**src/rtl/decode_stage_pkg.sv**
```systemverilog
// decode_stage_pkg: shared types for the RV32I decode stage.
//   RESET        - active level of the synchronous reset
//   opcode_t     - 7-bit RV32I major opcodes
//   alu_op_t     - 4-bit ALU operation handed to execute
//   imm_fmt_t    - immediate encoding selector for the immediate generator
//   ctrl_t       - decoded control bundle (combinational)
//   id_ex_t      - ID/EX pipeline register contents
//   decode_ctrl  - pure combinational control decoder
package decode_stage_pkg;

  localparam int XLEN  = 32;
  localparam int REG_W = 5;

  localparam logic RESET = 1'b0;

  typedef enum logic [6:0] {
    OPC_LOAD   = 7'b0000011,
    OPC_OP_IMM = 7'b0010011,
    OPC_AUIPC  = 7'b0010111,
    OPC_STORE  = 7'b0100011,
    OPC_OP     = 7'b0110011,
    OPC_LUI    = 7'b0110111,
    OPC_BRANCH = 7'b1100011,
    OPC_JALR   = 7'b1100111,
    OPC_JAL    = 7'b1101111
  } opcode_t;

  typedef enum logic [3:0] {
    ALU_ADD    = 4'd0,
    ALU_SUB    = 4'd1,
    ALU_SLL    = 4'd2,
    ALU_SLT    = 4'd3,
    ALU_SLTU   = 4'd4,
    ALU_XOR    = 4'd5,
    ALU_SRL    = 4'd6,
    ALU_SRA    = 4'd7,
    ALU_OR     = 4'd8,
    ALU_AND    = 4'd9,
    ALU_PASS_B = 4'd10
  } alu_op_t;

  typedef enum logic [2:0] {
    IMM_I    = 3'd0,
    IMM_S    = 3'd1,
    IMM_B    = 3'd2,
    IMM_U    = 3'd3,
    IMM_J    = 3'd4,
    IMM_NONE = 3'd5
  } imm_fmt_t;

  typedef struct packed {
    alu_op_t  alu_op;
    imm_fmt_t imm_fmt;
    logic     alu_src_imm;
    logic     reg_write;
    logic     mem_read;
    logic     mem_write;
    logic     branch;
    logic     jump;
    logic     illegal;
    logic     uses_rs1;
    logic     uses_rs2;
  } ctrl_t;

  typedef struct packed {
    logic [XLEN-1:0]  pc;
    logic [XLEN-1:0]  rs1_data;
    logic [XLEN-1:0]  rs2_data;
    logic [XLEN-1:0]  imm;
    logic [REG_W-1:0] rd;
    alu_op_t          alu_op;
    logic             alu_src_imm;
    logic             reg_write;
    logic             mem_read;
    logic             mem_write;
    logic             branch;
    logic             jump;
    logic             illegal;
  } id_ex_t;

  // funct3 -> ALU op. bit30 selects SUB only for register-register ops;
  // SRA/SRAI are selected by bit30 in both formats.
  function automatic alu_op_t alu_from_funct3(input logic [2:0] funct3,
                                              input logic       bit30,
                                              input logic       is_op);
    alu_op_t op;
    op = ALU_ADD;
    case (funct3)
      3'b000:  op = (is_op && bit30) ? ALU_SUB : ALU_ADD;
      3'b001:  op = ALU_SLL;
      3'b010:  op = ALU_SLT;
      3'b011:  op = ALU_SLTU;
      3'b100:  op = ALU_XOR;
      3'b101:  op = bit30 ? ALU_SRA : ALU_SRL;
      3'b110:  op = ALU_OR;
      default: op = ALU_AND;
    endcase
    return op;
  endfunction

  function automatic ctrl_t decode_ctrl(input logic [6:0] opcode,
                                        input logic [2:0] funct3,
                                        input logic       bit30,
                                        input logic       rd_nonzero);
    ctrl_t c;
    c          = '0;
    c.alu_op   = ALU_ADD;
    c.imm_fmt  = IMM_NONE;
    c.uses_rs1 = 1'b1;
    case (opcode)
      OPC_LUI: begin
        c.imm_fmt = IMM_U; c.alu_op = ALU_PASS_B; c.alu_src_imm = 1'b1;
        c.reg_write = 1'b1; c.uses_rs1 = 1'b0;
      end
      OPC_AUIPC: begin
        c.imm_fmt = IMM_U; c.alu_src_imm = 1'b1;
        c.reg_write = 1'b1; c.uses_rs1 = 1'b0;
      end
      OPC_JAL: begin
        c.imm_fmt = IMM_J; c.alu_src_imm = 1'b1; c.jump = 1'b1;
        c.reg_write = 1'b1; c.uses_rs1 = 1'b0;
      end
      OPC_JALR: begin
        c.imm_fmt = IMM_I; c.alu_src_imm = 1'b1; c.jump = 1'b1;
        c.reg_write = 1'b1;
      end
      OPC_BRANCH: begin
        c.imm_fmt = IMM_B; c.alu_op = ALU_SUB; c.branch = 1'b1;
        c.uses_rs2 = 1'b1;
      end
      OPC_LOAD: begin
        c.imm_fmt = IMM_I; c.alu_src_imm = 1'b1; c.mem_read = 1'b1;
        c.reg_write = 1'b1;
      end
      OPC_STORE: begin
        c.imm_fmt = IMM_S; c.alu_src_imm = 1'b1; c.mem_write = 1'b1;
        c.uses_rs2 = 1'b1;
      end
      OPC_OP_IMM: begin
        c.imm_fmt = IMM_I; c.alu_src_imm = 1'b1; c.reg_write = 1'b1;
        c.alu_op = alu_from_funct3(funct3, bit30, 1'b0);
      end
      OPC_OP: begin
        c.reg_write = 1'b1; c.uses_rs2 = 1'b1;
        c.alu_op = alu_from_funct3(funct3, bit30, 1'b1);
      end
      default: begin
        c.illegal = 1'b1;
      end
    endcase
    // Writes to x0 are architecturally discarded; suppress them here so
    // downstream hazard/forwarding logic never sees a live x0 write.
    if (!rd_nonzero) c.reg_write = 1'b0;
    return c;
  endfunction

endpackage

```
**src/rtl/decode_stage_if.sv**
```systemverilog
// decode_stage_if: fetch -> decode valid/ready instruction handshake.
//   if_valid  - fetch presents an instruction
//   if_ready  - decode accepts this cycle
//   if_pc     - PC of the presented instruction
//   if_instr  - presented instruction word
// master = fetch side, slave = decode side.
interface decode_stage_if #(
  parameter int DATA_WIDTH = 32
);
  logic                  if_valid;
  logic                  if_ready;
  logic [DATA_WIDTH-1:0] if_pc;
  logic [DATA_WIDTH-1:0] if_instr;

  modport master (output if_valid, if_pc, if_instr, input if_ready);
  modport slave  (input if_valid, if_pc, if_instr, output if_ready);
endinterface

```
**src/rtl/decode_stage_imm_gen.sv**
```systemverilog
// decode_stage_imm_gen: RV32I immediate generator (combinational).
//   instr - instruction bits [31:7] (opcode bits carry no immediate data)
//   fmt   - immediate encoding (I/S/B/U/J/NONE)
//   imm   - sign-extended immediate, 0 for NONE (R-type / illegal)
module decode_stage_imm_gen
  import decode_stage_pkg::*;
#(
  parameter int DATA_WIDTH = 32
) (
  input  logic [DATA_WIDTH-1:7] instr,
  input  imm_fmt_t              fmt,
  output logic [DATA_WIDTH-1:0] imm
);

  logic s;
  assign s = instr[DATA_WIDTH-1];

  always_comb begin
    imm = '0;
    case (fmt)
      IMM_I: imm = {{(DATA_WIDTH-12){s}}, instr[31:20]};
      IMM_S: imm = {{(DATA_WIDTH-12){s}}, instr[31:25], instr[11:7]};
      IMM_B: imm = {{(DATA_WIDTH-12){s}}, instr[7], instr[30:25],
                    instr[11:8], 1'b0};
      IMM_U: imm = {instr[31:12], 12'b0};
      IMM_J: imm = {{(DATA_WIDTH-20){s}}, instr[19:12], instr[20],
                    instr[30:21], 1'b0};
      default: imm = '0;
    endcase
  end

endmodule

```
**src/rtl/decode_stage.sv**
```systemverilog
// decode_stage: RV32I instruction decode pipeline stage.
//   clk, rst          - clock, synchronous active-low reset
//   fetch             - valid/ready instruction handshake from fetch
//   flush             - redirect from execute; kills ID and incoming instr
//   rf_read1/2_id     - register file read indices (combinational)
//   rf_read1/2_data   - register file read data (write-bypassed)
//   ex_ready          - execute accepts the ID/EX contents
//   id_*              - ID/EX pipeline register outputs
module decode_stage
  import decode_stage_pkg::*;
#(
  parameter int DATA_WIDTH    = 32,
  parameter int ADDRESS_WIDTH = 5
) (
  input  logic                     clk,
  input  logic                     rst,
  decode_stage_if.slave            fetch,
  input  logic                     flush,
  output logic [ADDRESS_WIDTH-1:0] rf_read1_id,
  output logic [ADDRESS_WIDTH-1:0] rf_read2_id,
  input  logic [DATA_WIDTH-1:0]    rf_read1_data,
  input  logic [DATA_WIDTH-1:0]    rf_read2_data,
  input  logic                     ex_ready,
  output logic                     id_valid,
  output logic [DATA_WIDTH-1:0]    id_pc,
  output logic [DATA_WIDTH-1:0]    id_rs1_data,
  output logic [DATA_WIDTH-1:0]    id_rs2_data,
  output logic [DATA_WIDTH-1:0]    id_imm,
  output logic [ADDRESS_WIDTH-1:0] id_rd,
  output logic [3:0]               id_alu_op,
  output logic                     id_alu_src_imm,
  output logic                     id_reg_write,
  output logic                     id_mem_read,
  output logic                     id_mem_write,
  output logic                     id_branch,
  output logic                     id_jump,
  output logic                     id_illegal
);

  id_ex_t                id_ex_q;
  id_ex_t                id_ex_d;
  logic                  id_valid_q;
  ctrl_t                 ctrl;
  logic [DATA_WIDTH-1:0] imm;
  logic                  advance;
  logic                  hazard;

  assign rf_read1_id = fetch.if_instr[19:15];
  assign rf_read2_id = fetch.if_instr[24:20];

  assign ctrl = decode_ctrl(fetch.if_instr[6:0], fetch.if_instr[14:12],
                            fetch.if_instr[30], fetch.if_instr[11:7] != '0);

  decode_stage_imm_gen #(
    .DATA_WIDTH (DATA_WIDTH)
  ) u_imm_gen (
    .instr (fetch.if_instr[DATA_WIDTH-1:7]),
    .fmt   (ctrl.imm_fmt),
    .imm   (imm)
  );

  assign advance = !id_valid_q || ex_ready;

  // Load-use: a load in ID produces its result too late for the next
  // instruction to read it at this edge, so hold that instruction back.
  assign hazard = id_valid_q && id_ex_q.mem_read && (id_ex_q.rd != '0) &&
                  fetch.if_valid &&
                  ((ctrl.uses_rs1 && (rf_read1_id == id_ex_q.rd)) ||
                   (ctrl.uses_rs2 && (rf_read2_id == id_ex_q.rd)));

  // During flush the incoming instruction is consumed and discarded.
  assign fetch.if_ready = flush || (advance && !hazard);

  always_comb begin
    id_ex_d             = id_ex_q;
    id_ex_d.pc          = fetch.if_pc;
    id_ex_d.rs1_data    = rf_read1_data;
    id_ex_d.rs2_data    = rf_read2_data;
    id_ex_d.imm         = imm;
    id_ex_d.rd          = fetch.if_instr[11:7];
    id_ex_d.alu_op      = ctrl.alu_op;
    id_ex_d.alu_src_imm = ctrl.alu_src_imm;
    id_ex_d.reg_write   = ctrl.reg_write;
    id_ex_d.mem_read    = ctrl.mem_read;
    id_ex_d.mem_write   = ctrl.mem_write;
    id_ex_d.branch      = ctrl.branch;
    id_ex_d.jump        = ctrl.jump;
    id_ex_d.illegal     = ctrl.illegal;
  end

  // Data fields load only on accept; bubbles and flushes clear just the
  // valid bit and leave stale data behind.
  always_ff @(posedge clk) begin
    if (rst == RESET) begin
      id_ex_q    <= '0;
      id_valid_q <= 1'b0;
    end else if (flush) begin
      id_valid_q <= 1'b0;
    end else if (advance) begin
      if (hazard) begin
        id_valid_q <= 1'b0;
      end else if (fetch.if_valid) begin
        id_ex_q    <= id_ex_d;
        id_valid_q <= 1'b1;
      end else begin
        id_valid_q <= 1'b0;
      end
    end
  end

  assign id_valid       = id_valid_q;
  assign id_pc          = id_ex_q.pc;
  assign id_rs1_data    = id_ex_q.rs1_data;
  assign id_rs2_data    = id_ex_q.rs2_data;
  assign id_imm         = id_ex_q.imm;
  assign id_rd          = id_ex_q.rd;
  assign id_alu_op      = id_ex_q.alu_op;
  assign id_alu_src_imm = id_ex_q.alu_src_imm;
  assign id_reg_write   = id_ex_q.reg_write;
  assign id_mem_read    = id_ex_q.mem_read;
  assign id_mem_write   = id_ex_q.mem_write;
  assign id_branch      = id_ex_q.branch;
  assign id_jump        = id_ex_q.jump;
  assign id_illegal     = id_ex_q.illegal;

endmodule

```
**src/flat_wrapper.sv**
```systemverilog
// flat-port wrapper written by rule: the top's interface ports become plain ports
module decode_stage_flat import decode_stage_pkg::*;
#(
  parameter int DATA_WIDTH    = 32,
  parameter int ADDRESS_WIDTH = 5
)
  (clk, rst, flush, rf_read1_id, rf_read2_id, rf_read1_data, rf_read2_data, ex_ready, id_valid, id_pc, id_rs1_data, id_rs2_data, id_imm, id_rd, id_alu_op, id_alu_src_imm, id_reg_write, id_mem_read, id_mem_write, id_branch, id_jump, id_illegal, fetch_if_valid, fetch_if_pc, fetch_if_instr, fetch_if_ready);
  decode_stage_if #(.DATA_WIDTH(DATA_WIDTH)) fetch_i ();
  input  logic clk;
  input  logic rst;
  input  logic flush;
  output logic [ADDRESS_WIDTH-1:0] rf_read1_id;
  output logic [ADDRESS_WIDTH-1:0] rf_read2_id;
  input  logic [DATA_WIDTH-1:0] rf_read1_data;
  input  logic [DATA_WIDTH-1:0] rf_read2_data;
  input  logic ex_ready;
  output logic id_valid;
  output logic [DATA_WIDTH-1:0] id_pc;
  output logic [DATA_WIDTH-1:0] id_rs1_data;
  output logic [DATA_WIDTH-1:0] id_rs2_data;
  output logic [DATA_WIDTH-1:0] id_imm;
  output logic [ADDRESS_WIDTH-1:0] id_rd;
  output logic [3:0] id_alu_op;
  output logic id_alu_src_imm;
  output logic id_reg_write;
  output logic id_mem_read;
  output logic id_mem_write;
  output logic id_branch;
  output logic id_jump;
  output logic id_illegal;
  input wire logic [$bits(fetch_i.if_valid)-1:0] fetch_if_valid;
  input wire logic [$bits(fetch_i.if_pc)-1:0] fetch_if_pc;
  input wire logic [$bits(fetch_i.if_instr)-1:0] fetch_if_instr;
  output wire logic [$bits(fetch_i.if_ready)-1:0] fetch_if_ready;
  assign fetch_i.if_valid = fetch_if_valid;
  assign fetch_i.if_pc = fetch_if_pc;
  assign fetch_i.if_instr = fetch_if_instr;
  assign fetch_if_ready = fetch_i.if_ready;
  decode_stage #(.DATA_WIDTH(DATA_WIDTH), .ADDRESS_WIDTH(ADDRESS_WIDTH)) u_core (.clk(clk), .rst(rst), .fetch(fetch_i), .flush(flush), .rf_read1_id(rf_read1_id), .rf_read2_id(rf_read2_id), .rf_read1_data(rf_read1_data), .rf_read2_data(rf_read2_data), .ex_ready(ex_ready), .id_valid(id_valid), .id_pc(id_pc), .id_rs1_data(id_rs1_data), .id_rs2_data(id_rs2_data), .id_imm(id_imm), .id_rd(id_rd), .id_alu_op(id_alu_op), .id_alu_src_imm(id_alu_src_imm), .id_reg_write(id_reg_write), .id_mem_read(id_mem_read), .id_mem_write(id_mem_write), .id_branch(id_branch), .id_jump(id_jump), .id_illegal(id_illegal));
endmodule
```
**config.mk**
```make
export PLATFORM = sky130hd
export DESIGN_NAME = decode_stage_flat
export DESIGN_NICKNAME = d
export VERILOG_FILES = /design/src/rtl/decode_stage_pkg.sv /design/src/rtl/decode_stage_if.sv /design/src/rtl/decode_stage_imm_gen.sv /design/src/rtl/decode_stage.sv /design/src/flat_wrapper.sv
export SDC_FILE = /design/constraint.sdc
export NUM_CORES = 1
export LEC_CHECK = 0
export BUFFER_PORTS_ARGS = -buffer_cell sky130_fd_sc_hd__buf_4
export CORE_MARGIN = 8
export CORE_UTILIZATION = 30
export DETAILED_ROUTE_END_ITERATION = 16
export SLEW_MARGIN = 0
export SYNTH_ARGS = -nofsm -noshare
export SYNTH_HDL_FRONTEND = slang
export SYNTH_HIERARCHICAL = 1
export SYNTH_SLANG_ARGS = --single-unit
```
**constraint.sdc**
```tcl
create_clock -name clk -period 2.5 [get_ports clk]
set_input_delay 0.375 -clock clk [delete_from_list [all_inputs] [get_ports clk]]
set_output_delay 0.375 -clock clk [all_outputs]
set_load 0.1 [all_outputs]
```
Word level (Yosys, flattened, before mapping)
Cells that the tools add are included.

Bits in registers: 145. Latch bits: 0. RAM bits: 0. ROM bits: 0. Input bits: 133. Output and inout port bits: 156. Word-level logic and storage cells: 83. Memories: 0.

Add/sub/neg operators: 0. Multipliers: 0. Div/mod/pow operators: 0. $lt $le $gt $ge: 0. Equality and inequality tests: 21. Shift operators: 0. Mux-type cells: 19. Bitwise gates (word level): 3. Reduce and logical (&&, ||, !) cells: 26.

Operator list (number): case mux 32 bit (5 select lines) (1); case mux 4 bit (7 select lines) (2); == test 7 x 6 -> 1 bit, second input constant (3); == test 7 bit, second input constant (3); case mux 4 bit (4 select lines) (1); case mux 3 bit (5 select lines) (1); == test 7 x 5 -> 1 bit, second input constant (2); 2-to-1 mux 1 bit (14); OR reduction 7 bit (2); == test 3 x 2 -> 1 bit, second input constant (4); == test 3 bit, second input constant (4); == test 5 bit (2); nonzero test 5 bit (2); OR reduction 3 bit (3); OR reduction 9 bit (1); == test 7 x 2 -> 1 bit, second input constant (1); logical AND 1 bit (7); == test 3 x 1 -> 1 bit, second input constant (2); logical NOT 3 bit (2); OR reduction 2 bit (3); AND reduction 4 bit (1); logical OR 1 bit (3); inverter 1 bit (3); logical NOT 1 bit (2).

Longest topological paths before layout
Word-level depth: 9. Depth in mapped cells: 11. Depth with buffers taken out: 9.

Cells and area by module
Netlist, hierarchy kept.

Modules (own cells, without submodules): decode_stage (instances 1, cells each 713, area an instance 6263.5 um2, sequential area each 2902.8 um2); decode_stage_imm_gen (instances 1, cells each 94, area an instance 540.5 um2, sequential area each 0.0 um2).

Worst setup path before layout
OpenSTA, ideal clock, no wires.

Kind: reg-to-output. Start point: register u_core.id_ex_q (netlist bit u_core/id_rd[0]). End point: output fetch_if_ready. Data arrival time: 3.791 ns. Data required time: 2.125 ns. Setup slack: -1.666 ns. Cell stages (with the launch flop): 6. Buffers on the path: 0. Cells stage by stage: dfxtp_1 or4_1 nor2_1 or4_4 o21ai_0 o21ai_0.

Longest elaborated chain between the ends: 7. Elaborated cells on any way between the ends: 12. Classes of those cells: 2 x eq/ne; 10 x reduce/logical.

Ends and longest elaborated chain: start: declaration (RTL line decode_stage.sv:40) `id_ex_t id_ex_q;`; start signal: assignment (RTL line decode_stage.sv:103) `id_ex_q <= id_ex_d;`; == test 5 bit, or another cell as far along (RTL line decode_stage.sv:68) `((ctrl.uses_rs1 && (rf_read1_id == id_ex_q.rd)) ||`; logical AND 1 bit (on tied branches) (RTL line decode_stage.sv:68, decode_stage.sv:66, decode_stage.sv:69); logical OR 1 bit / logical AND 1 bit (equally long branches) (RTL line decode_stage.sv:68, decode_stage.sv:66); logical AND 1 bit (*) (RTL line decode_stage.sv:67) `fetch.if_valid &&`; logical NOT 1 bit (*) (RTL line decode_stage.sv:72) `assign fetch.if_ready = flush || (advance && !hazard);`; logical AND 1 bit (*) (RTL line decode_stage.sv:72); logical OR 1 bit (*) (RTL line decode_stage.sv:72); end: declaration (RTL line flat_wrapper.sv:34) `output wire logic [$bits(fetch_i.if_ready)-1:0] fetch_if_ready;`.

Mark *: on every way between the ends. The rest lies on a longest branch, timed or not.

Worst setup path in the final report
Start point: register u_core.id_ex_q (netlist bit u_core/id_rd[3]). End point: output fetch_if_ready.

The elaborated chain is that of the path after synthesis.

==> run metrics <==
Max-Cap Viols 0; slew of the pin with the lowest slew margin between 500 and 600 ps; relative slew slack 0.6328; DRC viols 0; Tot GR Track Use 0.1567; Switching Fraction 0.3413; CP max stage delay approximately 500 ps; cell family with most CP delay simple AND/OR/NAND/NOR gates; row count 55; H-tree depth 4; setup TNS 0 ps; Critical Path End fetch_if_ready; number of port buffers around 290; Worst-path clk slew roughly 70 ps; worst-path fanout max 3; later-pin clock latency in the skew report 420 ps; sequential share of power 0.377; area leader, netlist dfxtp_1; internal cell power 0.004283 W; synth top area cells dfxtp_1 (43%), mux2i_1 (22%), nand2_1 (17%); total power roughly 0.0065 W; worst hold-check path type input port to register; Die Height around 170 µm; first-pass GRT wire length 35.11 mm; wirelength, routed 22.55 mm; synthesized area 6804 µm²; CTS sink cnt roughly 150; CP Data Arrival Time 2050 ps; Ys Warns 6; I/O pin total between 200 and 300; Root Driver clkbuf_16; Worst EP required 2120 ps; Placeable Area between 20,000 and 25,000 µm²; cell area power density between 600 and 700 nW/µm²; Seq cells post-synth roughly 150; R2R cell count 7; share of cells above drive strength 1 0.3444; Clock Skews 13.00 ps; Synth top area share 0.4266; post-DR wirelength/cell between 15 and 20 µm; reg2reg end u_core/id_imm[2]$_SDFFE_PN0P_; WP depth 6; CTS buffer count 17; GRT overflow 0; syn avg cell area between 8 and 9 µm²; Cells after Synth approximately 810; highest-delay cell along the critical path or4_4; Fill cells approximately 2,300; Crit. End Element output port; critical path cell sequence xor2_1 > a211o_1 > or4_4 > o21ai_4 > o21ai_4 > buf_12; final setup violation count 0; CP bufs+invs 1; Initial DRC Count around 320; Routed Antenna Nets 0; Synth Flop Type dfxtp_1; width of the die about 170 µm; drt pass-1 iters 4; Vias/cell ~4.5; Max Buffers Root-to-Sink 2; Placer Congestion ~0.82; FMAX slightly above 400 MHz; synth cell count leaders nand2_1 (309), mux2i_1 (147), dfxtp_1 (145); hpwl dp between 15 and 20 mm; largest net degree at the start of global routing 76; number of global-route vias before repair about 6,200; Worst VDD drop between 0.3 and 0.4 mV; CTS tree built; P_sw 0.002220 W; unique cell type count in the Yosys netlist between 40 and 50; r2r startpoint u_core/id_rd[3]$_SDFFE_PN0P_; post-place setup slack 60.90 ps; initial antenna violation count 0; top-count cell post-synth nand2_1; die area around 28,000 µm²; Clock power frac 0.389; final slew viol count 0; FF+latch area ~2900 µm²; area of the multi-input gates 3558 µm²; RSZ-0062 raised after global routing yes; Final Hold Vio Count 0; crit path launch u_core/id_rd[3]$_SDFFE_PN0P_; Crit path top cell by count o21ai_4; Worst Setup Start Kind register; nets 1,200; Tmin final ~2400 ps; r2r setup slk approximately 180 ps; status finished, final reports clean; hold-fix buffer count after cts 0; WS Path Type register to output port; area delta synth->final 45.26%; initial core utilization 0.3033; sequential fraction of the synthesis area 0.4266; Leak between 4 and 5 nW; Comb pwr share 0.234; Post-synth EDFFs 0; Post-synth ARST share 0; via count around 6,200; final setup margin approximately 76 ps; Mapped Nets 940; period utilisation layout 0.9698
[registers in the layout (all words and copies together), names as in the netlist]
register	count
u_core/id_branch	1
u_core/id_jump	1
u_core/id_imm	32
u_core/id_rs1_data	32
u_core/id_alu_src_imm	1
u_core/id_illegal	1
u_core/id_reg_write	1
u_core/id_alu_op	4
u_core/id_mem_read	1
u_core/id_rs2_data	32
u_core/id_valid	1
u_core/id_pc	32
u_core/id_mem_write	1
u_core/id_rd	5
[worst min-delay path, cell delays in order]
cell and delay [ps]:
buf_4 110, nand2_1 40, mux2i_1 50
[cell families (layout without fill, tap and decap cells)]
family / Yosys count / count (layout) / share of synthesized area
buf+inv: 79 / 352 / 0.06068
flops: 145 / 145 / 0.4266
compound gates: 50 / 50 / 0.04506
other cells: 0 / 2 / 0
simple gates: 371 / 371 / 0.2302
mux: 151 / 151 / 0.2229
fa+ha+maj: 1 / 1 / 0.001655
xor+xnor: 10 / 10 / 0.01287
[repair_timing]
item,CTS,global route
setup endpoints to repair,1,1
buffers inserted,3,0
cloned,0,0
resized for setup,12,4
pin swaps,6,1
[through the flow]
stage / utilization / area, µm² / std cells / hold slack (ps)
floorplan: - / 6824 / 807 / 509.7
global placement: 0.4107 / 9214 / 1331 / 441.8
detailed placement: 0.4107 / 9214 / 1331 / 448.7
CTS: 0.4391 / 9851 / 1365 / 187.7
global route: 0.4403 / 9878 / 1365 / 191.3
finish: 0.4405 / 9883 / 1367 / 204.2
[cell type report]
class / instances / area share
tap: 285 / 0.03608
clock buffer: 19 / 0.04583
multi-input combinational: 583 / 0.3600
inverter: 8 / 0.003038
antenna: 2 / 0.0005064
sequential: 145 / 0.2951
clock inverter: 13 / 0.01291
timing repair buffer: 312 / 0.2465
[power groups by stage]
stage / clock [W] / combinational (W) / sequential, W
global placement: 0 / 0.00151 / 0.00250
finish: 0.00253 / 0.00152 / 0.00245
global route: 0.00270 / 0.00159 / 0.00246
detailed placement: 0 / 0.00152 / 0.00251
floorplan: 0 / 0.000427 / 0.00316
CTS: 0.00260 / 0.00153 / 0.00245
[cell usage in the layout, fill, tap and decap left out, drive strengths merged, types with 2 or more instances in the layout]
cell and count:
clkbuf 20, nand4b 4, clkinvlp 2, and2 2, buf 311, dfxtp 145
xnor2 6, inv 12, nand4 3, o211a 2, nand3 5, clkinv 6
o22ai 12, nand2b 7, nor2 10, diode 2, or3b 2, and2b 3
and3b 3, or4 4, xor2 4, nor2b 10, nand2 309, mux2i 147
a21oi 18, nor3 4, o21ai 10, mux2 4
[metal layers]
layer / GRT usage / routed length, µm / part of all wire / vias up
li1: - / - / - / 3167
met1: 0.1887 / 9796 / 0.43 / 2836
met2: 0.2642 / 10880 / 0.48 / 196
met3: 0.05012 / 1546 / 0.069 / 18
met4: 0.04426 / 322 / 0.014 / 0
met5: 0 / 0 / 0 / -
[how the worst min path moves through the flow]
stage,from,end,cells after the start
6_report,fetch_if_pc[14],u_core/id_pc[14]$_SDFFE_PN0P_,3
5_1_grt,rf_read1_data[17],u_core/id_rs1_data[17]$_SDFFE_PN0P_,3
4_1_cts,fetch_if_pc[28],u_core/id_pc[28]$_SDFFE_PN0P_,3
3_5_place_dp,u_core/id_imm[0]$_SDFFE_PN0P_,u_core/id_imm[0]$_SDFFE_PN0P_,2
3_3_place_gp,u_core/id_pc[24]$_SDFFE_PN0P_,u_core/id_pc[24]$_SDFFE_PN0P_,2
2_1_floorplan,fetch_if_instr[7],u_core/id_rd[0]$_SDFFE_PN0P_,2
No activity file was read; power rests on OpenSTA's default activity.
